`src/rtl/fpu_addsub_arbiter.sv`:
```
// fpu_addsub_arbiter: shares one fixed-latency fsub pipeline between two
// requesters. Addition is done on the subtractor by inverting the sign of
// operand 2. Grants are round-robin. Each requester has its own response FIFO.
// Credits count in-flight plus buffered results, so a stalled consumer only
// throttles its own requester.
//
// Handshake: a request transfers on a rising edge where req_valid[i] and
// req_ready[i] are both high. A response pops on a rising edge where
// rsp_valid[i] and rsp_ready[i] are both high. req_ready is combinational from
// registered state and req_valid. rsp_valid depends on registered state only.
module fpu_addsub_arbiter #(
  parameter int LAT   = 1,
  parameter int DEPTH = 4
) (
  input  logic        clk,
  input  logic        rst,
  input  logic [1:0]  req_valid,
  output logic [1:0]  req_ready,
  input  logic [1:0]  req_sub,
  input  logic [63:0] req_x1,
  input  logic [63:0] req_x2,
  output logic [1:0]  rsp_valid,
  input  logic [1:0]  rsp_ready,
  output logic [63:0] rsp_y,
  output logic [1:0]  rsp_ovf,
  output logic [31:0] fpu_x1,
  output logic [31:0] fpu_x2,
  input  logic [31:0] fpu_y,
  input  logic        fpu_ovf
);

  // Counter width holds 0..DEPTH; the credit sum needs one extra bit.
  localparam int CW = $clog2(DEPTH + 1);
  localparam int PW = (DEPTH > 1) ? $clog2(DEPTH) : 1;
  localparam logic [CW:0]   CREDITS  = (CW + 1)'(DEPTH);
  localparam logic [CW-1:0] OCC_FULL = CW'(DEPTH);
  localparam logic [CW-1:0] CNT_ONE  = CW'(1);
  localparam logic [PW-1:0] PTR_LAST = PW'(DEPTH - 1);
  localparam logic [PW-1:0] PTR_ONE  = PW'(1);

  logic [1:0]  elig;
  logic [1:0]  grant;
  logic        accept;
  logic        acc_id;
  logic        last;

  logic [31:0] sel_x1;
  logic [31:0] sel_x2;
  logic        sel_sub;

  logic [LAT:0] vld;
  logic [LAT:0] id;
  logic         wb_vld;
  logic         wb_id;

  logic [1:0]  fifo_wr;
  logic [1:0]  fifo_pop;
  logic [1:0]  fifo_full;

  // Round-robin pick: a single eligible requester wins; on a tie the one that
  // was not granted last wins. Nothing is granted while reset is held.
  always_comb begin
    grant = 2'b00;
    if (!rst) begin
      if (elig == 2'b11) begin
        grant = last ? 2'b01 : 2'b10;
      end else begin
        grant = elig;
      end
    end
  end

  assign req_ready = grant;
  assign accept    = |grant;
  assign acc_id    = grant[1];

  assign sel_x1  = acc_id ? req_x1[63:32] : req_x1[31:0];
  assign sel_x2  = acc_id ? req_x2[63:32] : req_x2[31:0];
  assign sel_sub = acc_id ? req_sub[1]    : req_sub[0];

  // Issue register: the accepted operands go to fsub, and operand 2's sign is
  // flipped for an add. Idle cycles present zeros.
  always_ff @(posedge clk or posedge rst) begin
    if (rst) begin
      fpu_x1 <= '0;
      fpu_x2 <= '0;
    end else if (accept) begin
      fpu_x1 <= sel_x1;
      fpu_x2 <= {sel_x2[31] ^ ~sel_sub, sel_x2[30:0]};
    end else begin
      fpu_x1 <= '0;
      fpu_x2 <= '0;
    end
  end

  // Remember the most recent grant for the round-robin tie break.
  always_ff @(posedge clk or posedge rst) begin
    if (rst) begin
      last <= 1'b1;
    end else if (accept) begin
      last <= acc_id;
    end
  end

  // Tag pipe that shadows the fsub pipeline. Stage LAT marks the cycle where
  // fpu_y belongs to an accepted request.
  always_ff @(posedge clk or posedge rst) begin
    if (rst) begin
      vld <= '0;
      id  <= '0;
    end else begin
      vld <= {vld[LAT-1:0], accept};
      id  <= {id[LAT-1:0], acc_id};
    end
  end

  assign wb_vld = vld[LAT];
  assign wb_id  = id[LAT];

  for (genvar g = 0; g < 2; g++) begin : g_lane
    logic [CW-1:0] infl;
    logic [CW-1:0] occ;
    logic [CW:0]   committed;
    logic [PW-1:0] rd_ptr;
    logic [PW-1:0] wr_ptr;
    logic [32:0]   mem [DEPTH];

    assign committed    = {1'b0, infl} + {1'b0, occ};
    assign elig[g]      = req_valid[g] && (committed < CREDITS);
    assign fifo_wr[g]   = wb_vld && (wb_id == 1'(g));
    assign rsp_valid[g] = (occ != '0);
    assign fifo_pop[g]  = rsp_valid[g] && rsp_ready[g];
    assign fifo_full[g] = (occ == OCC_FULL);

    // Head of the FIFO drives the response lane and reads as zero when empty.
    assign rsp_y[32*g +: 32] = rsp_valid[g] ? mem[rd_ptr][31:0] : 32'd0;
    assign rsp_ovf[g]        = rsp_valid[g] & mem[rd_ptr][32];

    // In-flight count: up on accept, down when the result lands in the FIFO.
    always_ff @(posedge clk or posedge rst) begin
      if (rst) begin
        infl <= '0;
      end else begin
        case ({grant[g], fifo_wr[g]})
          2'b10:   infl <= infl + CNT_ONE;
          2'b01:   infl <= infl - CNT_ONE;
          default: infl <= infl;
        endcase
      end
    end

    // Occupancy: a write and a pop in the same cycle cancel out.
    always_ff @(posedge clk or posedge rst) begin
      if (rst) begin
        occ <= '0;
      end else begin
        case ({fifo_wr[g], fifo_pop[g]})
          2'b10:   occ <= occ + CNT_ONE;
          2'b01:   occ <= occ - CNT_ONE;
          default: occ <= occ;
        endcase
      end
    end

    // Circular pointers wrap at DEPTH, which need not be a power of two.
    always_ff @(posedge clk or posedge rst) begin
      if (rst) begin
        wr_ptr <= '0;
        rd_ptr <= '0;
      end else begin
        if (fifo_wr[g]) begin
          wr_ptr <= (wr_ptr == PTR_LAST) ? '0 : wr_ptr + PTR_ONE;
        end
        if (fifo_pop[g]) begin
          rd_ptr <= (rd_ptr == PTR_LAST) ? '0 : rd_ptr + PTR_ONE;
        end
      end
    end

    // Result storage. Entries are qualified by occ, so they need no reset.
    always_ff @(posedge clk) begin
      if (fifo_wr[g]) begin
        mem[wr_ptr] <= {fpu_ovf, fpu_y};
      end
    end
  end

endmodule

```
`config.mk`:
```
export PLATFORM = sky130hd
export DESIGN_NAME = fpu_addsub_arbiter
export DESIGN_NICKNAME = d
export VERILOG_FILES = /design/src/rtl/fpu_addsub_arbiter.sv
export SDC_FILE = /design/constraint.sdc
export NUM_CORES = 1
export LEC_CHECK = 0
export ABC_CLOCK_PERIOD_IN_PS = 2500
export BUFFER_PORTS_ARGS = -buffer_cell sky130_fd_sc_hd__buf_2
export CAP_MARGIN = 20
export CORE_ASPECT_RATIO = 0.7
export CORE_MARGIN = 2
export CORE_UTILIZATION = 35
export DETAILED_ROUTE_END_ITERATION = 7
export PLACE_DENSITY = 0.61
export RECOVER_POWER = 25
export SYNTH_ARGS = -nofsm -noshare
export SYNTH_HDL_FRONTEND = slang
export SYNTH_SLANG_ARGS = --single-unit
```
`constraint.sdc`:
```
create_clock -name clk -period 2.5 [get_ports clk]
set_input_delay 0.125 -clock clk [delete_from_list [all_inputs] [get_ports clk]]
set_output_delay 0.125 -clock clk [all_outputs]
set_load 0.005 [all_outputs]
```
# Word-level counts from Yosys, hierarchy flattened
# Memory sizes are Yosys's and may differ from the RTL's.
# Index checks and enable logic that the tools add are counted.
[totals] ff_bits=89 latchBits=0 mem_bits_rw=264 romBits=0 in_bits=169 output_inout_bits=134 memories=2
[classes] addsub=14 n_mul=0 div=0 order_cmp=2 eq_ne=13 shift=0 muxes=22 bitwise_logic=5 n_reduce_logical=13
[memory_table] name="g_lane[0].mem" depth=4 width=33 read_ports=1 rd_clocked_by_memory_dff=0 wr=1 line="126" source="logic [32:0] mem [DEPTH];"
[memory_table] name="g_lane[1].mem" depth=4 width=33 read_ports=1 rd_clocked_by_memory_dff=0 wr=1 line="126"
[op_table] operator="$mux 32" n=6
[op_table] operator="$pmux 3 s2" n=4
[op_table] operator="$eq 2x2->1 const B" n=9
[op_table] operator="$mux 2" n=7
[op_table] operator="$add 3x1->3 const B" n=4
[op_table] operator="$sub 3x1->3 const B" n=4
[op_table] operator="$add 2x1->2 const B" n=4
[op_table] operator="$add 3x3->4" n=2
[op_table] operator="$eq 2x1->1 const B" n=4
[op_table] operator="$lt 4x3->1 const B" n=2
[op_table] operator="$reduce_bool 2->1" n=4
[op_table] operator="$logic_and 1x1->1" n=6
[op_table] operator="$reduce_bool 3->1" n=2
[op_table] operator="$mux 1" n=5
[op_table] operator="$and 1x1->1" n=2
[op_table] operator="$not 1->1" n=2
[op_table] operator="$reduce_or 2->1" n=1
[op_table] operator="$xor 1x1->1" n=1

# Logic depth before layout (Yosys ltp)
[logic_depth] ltp_word=10 depth_mapped=11 ltp_nobuf=10

# Least setup slack after synthesis
# Ideal clock, no wire load.
[synth_timing] kind="register to register" startpoint="register g_lane[0].infl[2]" endpoint="register g_lane[0].infl[2]" setup_time_ns=0.125 arrival_ns=2.391 required_time_ns=2.375 slack_ns=-0.016 stages_incl_launch_ff=11 path_cell_list="dfrtp_1 -> ha_1 -> nor4b_4 -> and2_4 -> buf_8 -> o211ai_1 -> ha_1 -> fa_1 -> xnor2_1 -> nor2_1 -> xor2_1"
[synth_between] elab_chain_len=8 elab_cells_between_ends=12 classes_between="add/sub: 3; order compare: 1; eq/ne: 3; mux: 3; reduce/logical: 2"
[synth_rtl] item="start, declared" line="121" source="logic [CW-1:0] infl;"
[synth_rtl] item="start signal, assigned" line="145" source="2'b10: infl <= infl + CNT_ONE;"
[synth_rtl] item="start signal, assigned" line="146" source="2'b01: infl <= infl - CNT_ONE;"
[synth_rtl] item="start signal, assigned" line="147" source="default: infl <= infl;"
[synth_rtl] item="$add 3x3->4" line="128" source="assign committed = {1'b0, infl} + {1'b0, occ};"
[synth_rtl] item="$lt 4x3->1" line="129" source="assign elig[g] = req_valid[g] && (committed < CREDITS);"
[synth_rtl] item="$logic_and 1x1->1" line="129"
[synth_rtl] item="$eq 2x2->1" line="65" source="if (elig == 2'b11) begin"
[synth_rtl] item="$mux 2" line="65"
[synth_rtl] item="$mux 2" line="64" source="if (!rst) begin"
[synth_rtl] item="$eq 2x1->1 or $eq 2x2->1 (tied branches)" line="144" source="case ({grant[g], fifo_wr[g]})"
[synth_rtl] item="$pmux 3 s2 or $reduce_bool 2->1 (tied branches)"
# Several ways; a longest one is shown, not always the timed one.
# A chain may end at the register's enable or synchronous reset.

# Worst setup path in the final report
[layout_timing] startpoint="register g_lane[1].infl[2]" endpoint="register g_lane[0].infl[1]"
[layout_between] elab_chain_len=8 elab_cells_between_ends=10 classes_between="add/sub: 1; order compare: 1; eq/ne: 3; mux: 3; reduce/logical: 2"
[layout_rtl] item="start, declared" line="121"
[layout_rtl] item="start signal, assigned" line="145"
[layout_rtl] item="start signal, assigned" line="146"
[layout_rtl] item="start signal, assigned" line="147"
[layout_rtl] item="$add 3x3->4 (*)" line="128"
[layout_rtl] item="$lt 4x3->1 (*)" line="129"
[layout_rtl] item="$logic_and 1x1->1 (*)" line="129"
[layout_rtl] item="$eq 2x2->1 (*)" line="65"
[layout_rtl] item="$mux 2 (*)" line="65"
[layout_rtl] item="$mux 2 (*)" line="64"
[layout_rtl] item="$eq 2x1->1 or $eq 2x2->1 (tied branches)" line="144"
[layout_rtl] item="$pmux 3 s2 or $reduce_bool 2->1 (tied branches)"
# Every way passes the cells marked *; elsewhere a longest branch is shown, timed or not.

==> results.tsv <==
metric	value	unit
Sw Ratio	30.9	%
Routed Wire Length	38300	um
CP Data Required Time	2.91	ns
fmax	411	MHz
number of global-route vias before repair	9957	
status	completed	
Mean Syn Cell Area	17.1	sq um
most common cell after layout, fill and taps aside	buf_2	
P&R area growth vs syn	35.7	%
Die W	247	um
Synth top area share	55.0	%
Min-Delay Endpoint	g_lane[1].rd_ptr[0]	
Rel. slew slack	50.7	%
Longest Clk Path Bufs	3	
Post-Syn Area	14400	sq um
routed vias/inst	5.03	
die height	174	um
Yosys top cell by area	edfxtp_1	
minimum clock period	2.43	ns
Die Area	42900	sq um
Worst Path Arrival	2.85	ns
core outline area	40800	sq um
Max FO, Critical Path	2	
Met2 Routed Length	19200	um
hold depth	3	
IO Pins	303	
flop2flop setup slack	0.07	ns
routed len/inst	20.2	um
most frequent cells in the layout	buf_2 (275), edfxtp_1 (264), dlygate4sd3_1 (165), dfrtp_1 (84), nand2_1 (69)	
Syn. warnings	0	
Max stage delay on crit path	0.42	ns
Setup Skew	0.0201	ns
clk sinks	353	
max-cap violation count	0	
Seq/Total Area, Yosys	70.4	%
RSZ-0062 raised after global routing	yes	
TritonCTS buffer count	37	
Initial Utilization	35.3	%
vias post-DR	9542	
first-pass GRT wire length	58200	um
worst reg2reg path depth	8	
Mapped Cells	845	
sequential share of power	38.0	%
reg2reg start	g_lane[1].infl[2]	
total power	20.0	mW
Static Leakage	7.87	nW
Slew @ Worst Pin	0.739	ns
ys async rst share	25.2	%
cells along the critical path	ha_4 -> nor4b_4 -> buf_4 -> nand2_2 -> o211ai_1 -> ha_2 -> fa_2 -> mux2_4	
Critical Path Start Type	register	
Max H-tree Level	2	
DR top layer	met5	
Yosys cell types	34	
HP Class	in2reg	
Pwr per Cell Area	1020	nW/um^2
syn nets	1036	
Worst Hold Launch	rsp_ready[1]	
DRT Pass-1 Iters	5	
Slowest-stage cell, CP	fa_2	
setup TNS	0	ns
GRT Total Usage	17.8	%
Psw	6.17	mW
Synth Flop Type	edfxtp_1	
residual DRC count	0	
Final Max Slew Viols	0	
clk slew on worst S/H paths	0.06	ns
layout cells sized above 1	34.9	%
initial antenna violation count	4	
antenna-violating nets left	0	
Post-DP HPWL	22600	um
Clock Latency Late Sink	0.54	ns
Fin. Hold Viols	0	
CTS tree	yes	
FF-to-FF End	g_lane[0].infl[1]	
Post-Route M1 WL	15600	um
clock network power share	29.0	%
clk root buf	clkbuf_16	
combinational power share	33.0	%
largest net degree at the start of global routing	142	
Critical Path End Type	register	
final setup fails	0	
fin crit share	97.3	%
routability cong.	0.797	
top post-synthesis cells by area	edfxtp_1 (55%), dfrtp_1 (15%), mux4_2 (10%), o2111ai_1 (3.9%), and2_1 (3.0%)	
WL met3	2180	um
Row Count	62	
Post-synth EDFFs	264	
Internal	13.8	mW
#FFs+latches synth	353	
Final nets	1514	
Worst VDD drop	0.000633	V
global route overflow	0	
critical path class	reg2reg	
drt initial violations	528	
input/output buffers	302	
==> power groups by stage <==
| stage | Sequential, mW | Combinational (mW) | Clock [mW] |
|---|---|---|---|
| finish | 7.59 | 6.60 | 5.79 |
| global route | 7.68 | 7.25 | 6.18 |
| CTS | 7.58 | 6.60 | 5.93 |
| detailed placement | 7.69 | 6.37 | 0 |
| global placement | 7.67 | 6.33 | 0 |
| floorplan | 7.51 | 4.14 | 0 |
==> through the flow <==
stage / util [%] / setup WS, ns / cell area, sq um / instances / hold WS [ns]
floorplan: - / 0.00839 / 14400 / 845 / 0.191
detailed placement: 40.6 / -0.0182 / 16600 / 1660 / 0.0770
CTS: 47.9 / 0.00430 / 19500 / 1893 / 0.0487
global placement: 40.6 / 0.0347 / 16600 / 1660 / 0.0759
global route: 47.9 / -0.0350 / 19600 / 1898 / 0.101
finish: 47.9 / 0.0679 / 19600 / 1898 / 0.0720
==> Yosys cell counts (all sizes together), types with 5 or more instances <==
| cell | number |
|---|---|
| edfxtp | 264 |
| dfrtp | 88 |
| and2 | 72 |
| nand2 | 70 |
| mux4 | 66 |
| nand3 | 66 |
| o2111ai | 64 |
| buf | 36 |
| clkbuf | 30 |
| ha | 18 |
| inv | 17 |
| xnor2 | 7 |
| xor2 | 7 |
| o21ai | 6 |
| and3 | 5 |
| nor2 | 5 |
==> cell type report <==
class | count | area (sq um)
fillers | 3539 | 21200
flip-flops and latches | 353 | 10200
multi-input cells | 409 | 3850
repair buffers | 505 | 3500
clock buffers | 50 | 1050
well taps | 544 | 681
clock inverters | 18 | 245
inverters | 17 | 66.3
diodes | 2 | 5.00
==> worst max-delay path by stage <==
stage                                    to  depth (start not counted)  slack (ns)              start
after floorplan           g_lane[1].infl[2]                         11       0.008  g_lane[1].infl[2]
after global routing      g_lane[0].infl[1]                          8       -0.03  g_lane[1].infl[2]
after CTS                 g_lane[0].infl[2]                          9       0.004  g_lane[0].infl[2]
after global placement    g_lane[0].infl[2]                          9        0.03  g_lane[0].infl[2]
after detailed placement  g_lane[0].infl[2]                          9       -0.02   g_lane[0].occ[2]
final                     g_lane[0].infl[1]                          8        0.07  g_lane[1].infl[2]
==> layer usage <==
layer | vias up | global-route usage [%]
li1 | 4239 | -
met1 | 4837 | 23.0
met2 | 355 | 29.7
met3 | 109 | 3.48
met4 | 2 | 6.88
met5 | - | 0
==> timing repair <==
item	in CTS	in global routing
buffers inserted	0	3
endpoints found under the setup margin	1	4
hold buffers	165	0
gates resized for setup	0	6
endpoints found under the hold margin	412	0
pin swaps	1	7
==> critical path, delay by kind of cell (launching register included) <==
family          cells  cell delay, ns
buf+inv             1            0.16
compound gates      1            0.25
simple gates        2            0.30
fa+ha+maj           3            0.92
flops               1            0.41
mux                 1            0.27
==> registers in the layout (all words and copies together), names as in the netlist <==
name / cells
g_lane.wr_ptr: 4
g_lane.occ: 6
g_lane.mem: 264
id: 2
g_lane.infl: 6
last: 1
fpu_x2: 32
vld: 2
g_lane.rd_ptr: 4
fpu_x1: 32
==> logic make-up (layout without fill, tap and decap cells) <==
kind of cell | after synthesis | count (layout) | share of synthesized area [%]
AOI/OAI and AO/OA | 74 | 74 | 4.30
xor gates and xnor gates | 14 | 14 | 0.851
adders and majority gates | 22 | 22 | 2.12
buffers and inverters | 83 | 590 | 3.25
DFF | 353 | 353 | 70.4
muxes | 72 | 72 | 10.8
other | 0 | 2 | 0
and+or+nand+nor | 227 | 227 | 8.27
Power figures use the tool's default switching activity.
